`src/rtl/addr_xlate_unit.sv`:
```
// Two-stage VA->PA translator feeding TLB search port 1: st1 holds the request, rsp_* holds the result.
// Optional direct-map windows are enabled with `define MMU_DMW_EN.
module addr_xlate_unit #(
  parameter int TLBIDX_W = 4
) (
  input  logic                clk,
  input  logic                resetn,
  input  logic                flush,
  input  logic                req_valid,
  output logic                req_ready,
  input  logic [31:0]         req_va,
  input  logic [1:0]          req_type,
  input  logic                csr_crmd_da,
  input  logic                csr_crmd_pg,
  input  logic [1:0]          csr_crmd_plv,
  input  logic [1:0]          csr_crmd_datm,
  input  logic [9:0]          csr_asid,
  input  logic [31:0]         csr_dmw0,
  input  logic [31:0]         csr_dmw1,
  output logic [18:0]         s_vppn,
  output logic                s_va_bit12,
  output logic [9:0]          s_asid,
  input  logic                s_found,
  input  logic [TLBIDX_W-1:0] s_index,
  input  logic [19:0]         s_ppn,
  input  logic [5:0]          s_ps,
  input  logic [1:0]          s_plv,
  input  logic [1:0]          s_mat,
  input  logic                s_d,
  input  logic                s_v,
  output logic                rsp_valid,
  input  logic                rsp_ready,
  output logic [31:0]         rsp_pa,
  output logic [1:0]          rsp_mat,
  output logic [2:0]          rsp_exc
);

  localparam logic [2:0] EXC_NONE = 3'd0;
  localparam logic [2:0] EXC_TLBR = 3'd1;
  localparam logic [2:0] EXC_PIL  = 3'd2;
  localparam logic [2:0] EXC_PIS  = 3'd3;
  localparam logic [2:0] EXC_PIF  = 3'd4;
  localparam logic [2:0] EXC_PME  = 3'd5;
  localparam logic [2:0] EXC_PPI  = 3'd6;

  logic        st1_valid;
  logic [31:0] st1_va;
  logic [1:0]  st1_type;
  logic        advance;
  logic        accept;
  logic [31:0] x_pa;
  logic [1:0]  x_mat;
  logic [2:0]  x_exc;
  logic        unused_inputs;

  assign advance   = !rsp_valid || rsp_ready;
  assign req_ready = !flush && (!st1_valid || advance);
  assign accept    = req_valid && req_ready;

  assign s_vppn     = st1_va[31:13];
  assign s_va_bit12 = st1_va[12];
  assign s_asid     = csr_asid;

  // TLB index is only meaningful to TLBSRCH; window CSRs are partly or wholly ignored.
  assign unused_inputs = ^{s_index, csr_dmw0, csr_dmw1};

`ifdef MMU_DMW_EN
  logic dmw0_hit;
  logic dmw1_hit;
  assign dmw0_hit = csr_dmw0[csr_crmd_plv] && (st1_va[31:29] == csr_dmw0[31:29]);
  assign dmw1_hit = csr_dmw1[csr_crmd_plv] && (st1_va[31:29] == csr_dmw1[31:29]);
`endif

  always_ff @(posedge clk or negedge resetn) begin
    if (!resetn) begin
      st1_valid <= 1'b0;
      st1_va    <= '0;
      st1_type  <= '0;
    end else if (flush) begin
      st1_valid <= 1'b0;
    end else if (accept) begin
      st1_valid <= 1'b1;
      st1_va    <= req_va;
      st1_type  <= req_type;
    end else if (advance) begin
      st1_valid <= 1'b0;
    end
  end

  // Illegal mode (da=0, pg=0) falls back to direct addressing.
  always_comb begin
    x_pa  = '0;
    x_mat = '0;
    x_exc = EXC_NONE;
    if (csr_crmd_da || !csr_crmd_pg) begin
      x_pa  = st1_va;
      x_mat = csr_crmd_datm;
    end
`ifdef MMU_DMW_EN
    else if (dmw0_hit) begin
      x_pa  = {csr_dmw0[27:25], st1_va[28:0]};
      x_mat = csr_dmw0[5:4];
    end else if (dmw1_hit) begin
      x_pa  = {csr_dmw1[27:25], st1_va[28:0]};
      x_mat = csr_dmw1[5:4];
    end
`endif
    else begin
      x_mat = s_mat;
      if (!s_found) begin
        x_exc = EXC_TLBR;
        x_mat = '0;
      end else if (!s_v) begin
        case (st1_type)
          2'd0:    x_exc = EXC_PIF;
          2'd2:    x_exc = EXC_PIS;
          default: x_exc = EXC_PIL;
        endcase
      end else if (csr_crmd_plv > s_plv) begin
        x_exc = EXC_PPI;
      end else if ((st1_type == 2'd2) && !s_d) begin
        x_exc = EXC_PME;
      end else if (s_ps == 6'd22) begin
        x_pa = {s_ppn[19:10], st1_va[21:0]};
      end else begin
        x_pa = {s_ppn, st1_va[11:0]};
      end
    end
  end

  always_ff @(posedge clk or negedge resetn) begin
    if (!resetn) begin
      rsp_valid <= 1'b0;
      rsp_pa    <= '0;
      rsp_mat   <= '0;
      rsp_exc   <= '0;
    end else if (flush) begin
      rsp_valid <= 1'b0;
    end else if (st1_valid && advance) begin
      rsp_valid <= 1'b1;
      rsp_pa    <= x_pa;
      rsp_mat   <= x_mat;
      rsp_exc   <= x_exc;
    end else if (rsp_ready) begin
      rsp_valid <= 1'b0;
    end
  end

endmodule

```
`config.mk`:
```
export PLATFORM = sky130hd
export DESIGN_NAME = addr_xlate_unit
export DESIGN_NICKNAME = d
export VERILOG_FILES = /design/src/rtl/addr_xlate_unit.sv
export SDC_FILE = /design/constraint.sdc
export NUM_CORES = 1
export LEC_CHECK = 0
export BUFFER_PORTS_ARGS = -buffer_cell sky130_fd_sc_hd__buf_2
export CORE_MARGIN = 2
export CORE_UTILIZATION = 38
export DETAILED_ROUTE_END_ITERATION = 12
export PLACE_DENSITY = 0.79
export SLEW_MARGIN = 20
export SYNTH_ARGS = -nofsm -noshare
export SYNTH_HDL_FRONTEND = slang
export SYNTH_SLANG_ARGS = --single-unit
```
`constraint.sdc`:
```
create_clock -name clk -period 1.4 [get_ports clk]
set_input_delay 0.21 -clock clk [delete_from_list [all_inputs] [get_ports clk]]
set_output_delay 0.21 -clock clk [all_outputs]
set_load 0.1 [all_outputs]
```
==> key figures <==
CTS
  – Maximum root-to-sink buffer count: 2
  – Worst-Skew Late Latency: 0.34 ns
  – Root buffer cell: clkbuf_8
  – Clock sinks: 73
  – Clock buffer count from CTS: 9
  – Clock-pin slew on the worst setup and hold paths: 0.09 ns
  – CTS tree: yes
  – Number of H-tree levels: 3

Worst hold path
  – End of the worst hold path: st1_va[15]
  – Worst min-delay path startpoint: req_va[15]
  – Count of cells along the worst hold path: 2
  – Type of the worst min-delay path: in2reg

Setup path
  – Capture point of the worst reg-to-reg path: st1_va[18]
  – Category of the worst setup path capture point: register
  – Flop-to-flop setup slack: -0.18 ns
  – Arrival time reported for the critical path endpoint: 1.80 ns
  – Data required, critical path: 1.62 ns
  – Maximum fanout encountered on the critical timing path: 15
  – Length in cells of the worst reg-to-reg path: 6
  – Critical Path Source Type: register
  – Startpoint of the worst-slack reg-to-reg timing path: rsp_valid
  – Setup Crit Path Kind: reg2reg

Cells and area
  – Most common cell after layout, fill and taps aside: buf_2
  – Antenna Diode Count: 0
  – Post-layout utilization of the core: 0.553
  – Share of layout cells above drive strength 1: 0.545
  – Synth-to-Final Area Change: 41.0%
  – Non-filler cells in the finished layout: 545
  – Most frequent cells in the layout: buf_2 (112), dfrtp_1 (72), nand2_1 (28), mux2_2 (28), buf_4 (23)
  – Final #Nets: 590

Pwr
  – Cell internal pwr: 4.31 mW
  – VDD IR max: 1.10 mV
  – Proportion of total power due to net switching: 0.478
  – Leakage component of the power: 2.38 nW
  – Total power per unit cell area: 1700 mW/mm2
  – Clk pwr share: 0.216
  – Share of total power in sequential cells: 0.330
  – Share of total power in combinational logic: 0.455
  – Switch Pwr: 3.94 mW
  – Total power: 8.25 mW

Synth
  – Number of enable-type register cells in the synthesized netlist: 0
  – Post-synthesis sequential area ratio: 0.532
  – Number of instances in the synthesized netlist: 288
  – Mean area per synthesized cell: 11.9 um2
  – Unique cell type count in the Yosys netlist: 38
  – Share of flip-flops with an asynchronous set or reset after synthesis: 1.00
  – Synthesized Nets: 446
  – Top FF cell, synth: dfrtp_1
  – Netlist area before placement: 0.00343 mm2
  – Flop and latch count out of synthesis: 73
  – Warnings from Yosys: 0

Floorplan
  – Total I/O pin count: 225
  – Die outline height: 99.1 um
  – Row cnt: 34
  – Area enclosed by the die boundary: 0.00981 mm2
  – Floorplan die width: 99.1 um
  – Effective utilization at floorplan: 0.392
  – CORE AREA: 0.00876 mm2

Job
  – Max-cap viol count: 0

STA
  – Transition time at the pin with the least slew margin: 0.493 ns
  – Pins over their slew limit: 0
  – Crit path time final: 1.58 ns
  – Setup clock skew after layout: 0.0170 ns
  – Highest clock frequency the design can meet: 631 MHz
  – Unrepaired setup endpoints after global routing: true
  – Final critical-path share of the clock period: 1.13
  – Hold Vio Cnt, Final: 0
  – Final setup violation count: 69
  – Setup slack after layout: -0.184 ns
  – Max-slew headroom at the worst pin: 0.671

Place
  – Port-buffer cells: 136
  – Placed cell count: 511
  – Routability congestion estimate from global placement: 0.812
  – HPWL after DPL: 6160 um
  – DP Worst Slack: -0.436 ns

GRT
  – Number of global-route vias before repair: 2877
  – Overall track demand over capacity in global routing: 0.180
  – Number of antenna violations at the first check in global routing: 0
  – First-pass GRT wire length: 13900 um
  – Leftover overflow at the end of global routing: 0
  – Largest net degree at the start of global routing: 39

Routing
  – Number of vias per cell: 4.95
  – Starting DRC count in detailed routing: 56
  – Detailed-route DRC error count: 0
  – Detailed-route wire length per cell: 16.4 um
  – Total wirelength of the detailed-routed design: 8940 um
  – DRT Pass-1 Iters: 4
  – Routed via count: 2699
  – Antenna Violating Nets Remaining: 0

Outcome
  – Result of the run: finished, violations left
  – Violations in the final reports: negative setup slack
## power by group through the flow
| stage | clock [mW] | combinational (mW) | sequential, mW |
|---|---|---|---|
| 4_1_cts | 1.83 | 3.67 | 2.72 |
| 5_1_grt | 1.95 | 3.89 | 2.78 |
| 3_3_place_gp | 0 | 3.56 | 2.73 |
| 6_report | 1.78 | 3.75 | 2.72 |
| 2_1_floorplan | 0 | 1.45 | 4.44 |
| 3_5_place_dp | 0 | 3.61 | 2.75 |
## flip-flops by register name, indices dropped and copies added, names as in the netlist
| signal | flops |
|---|---|
| st1_type | 2 |
| rsp_valid | 1 |
| st1_valid | 1 |
| rsp_mat | 2 |
| rsp_pa | 32 |
| st1_va | 32 |
| rsp_exc | 3 |
## how the worst max path moves through the flow
stage	startpoint	endpoint	slack (ns)
6_report	rsp_valid	st1_va[18]	-0.18
5_1_grt	rsp_valid	req_ready	-0.23
4_1_cts	rsp_valid	req_ready	-0.22
3_5_place_dp	csr_crmd_plv[1]	rsp_pa[30]	-0.44
3_3_place_gp	csr_crmd_plv[1]	rsp_pa[29]	-0.34
2_1_floorplan	rsp_valid	st1_va[14]	-0.75
## cells in the mapped netlist, types with 3 or more instances
cell type   n  area, um2
and3_1     10       62.6
nand2b_1    4       25.0
buf_6       3       33.8
mux2_1      6       67.6
buf_4      34        255
inv_1       4       15.0
nor2_1     18       67.6
nand3_1     3       15.0
a211oi_1    9       67.6
buf_2       4       20.0
mux2_2     28        315
a31oi_1     3       18.8
dfrtp_1    73       1830
nand2_1    30        113
a221o_1    10        100
mux2i_1    10        100
a21oi_1    13       65.1
## metrics by stage
stage	setup TNS [ns]	area (um2)	hold slack [ns]
floorplan	-29.46	3470	-0.0856
global placement	-8.98	4190	0.114
detailed placement	-11.40	4190	0.121
CTS	-9.10	4640	0.0708
global route	-12.67	4840	0.0579
finish	-9.69	4840	0.0890
## worst max-delay path, cell delays in order (launching register included)
cell and delay (ns):
dfrtp_4 0.48, nor2b_4 0.14, a21oi_4 0.13, buf_4 0.15, nand2_8 0.08, buf_12 0.16, mux2_1 0.31
## cells by family after synthesis
logic type                 synth area share
muxes                                 0.141
and+or+nand+nor                       0.114
buffers and inverters                 0.104
AOI/OAI and AO/OA                     0.102
DFF                                   0.532
adders and majority gates           0.00728
## routing by layer
metal	GRT usage	vias up	share of wire
li1	-	1271	-
met1	0.227	1311	0.44
met2	0.300	111	0.48
met3	0.0567	6	0.073
met4	0.0485	0	0.0053
met5	0	-	0
## cell type report
| type | count | area, um2 |
|---|---|---|
| Clock buffer | 11 | 131 |
| Sequential cell | 73 | 1830 |
| Fill cell | 756 | 3920 |
| Tap cell | 108 | 135 |
| Timing Repair Buffer | 177 | 1300 |
| Clock inverter | 5 | 81.3 |
| Inverter | 4 | 15.0 |
| Multi-Input combinational cell | 167 | 1350 |
## timing repair
action / CTS / global route
gates cloned: 3 / 4
setup buffers: 9 / 1
hold buffers: 1 / 0
pin swaps: 4 / 8
resized for setup: 19 / 31
hold endpoints to repair: 20 / 0
endpoints found under the setup margin: 72 / 92
No activity file was read; power rests on OpenSTA's default activity.
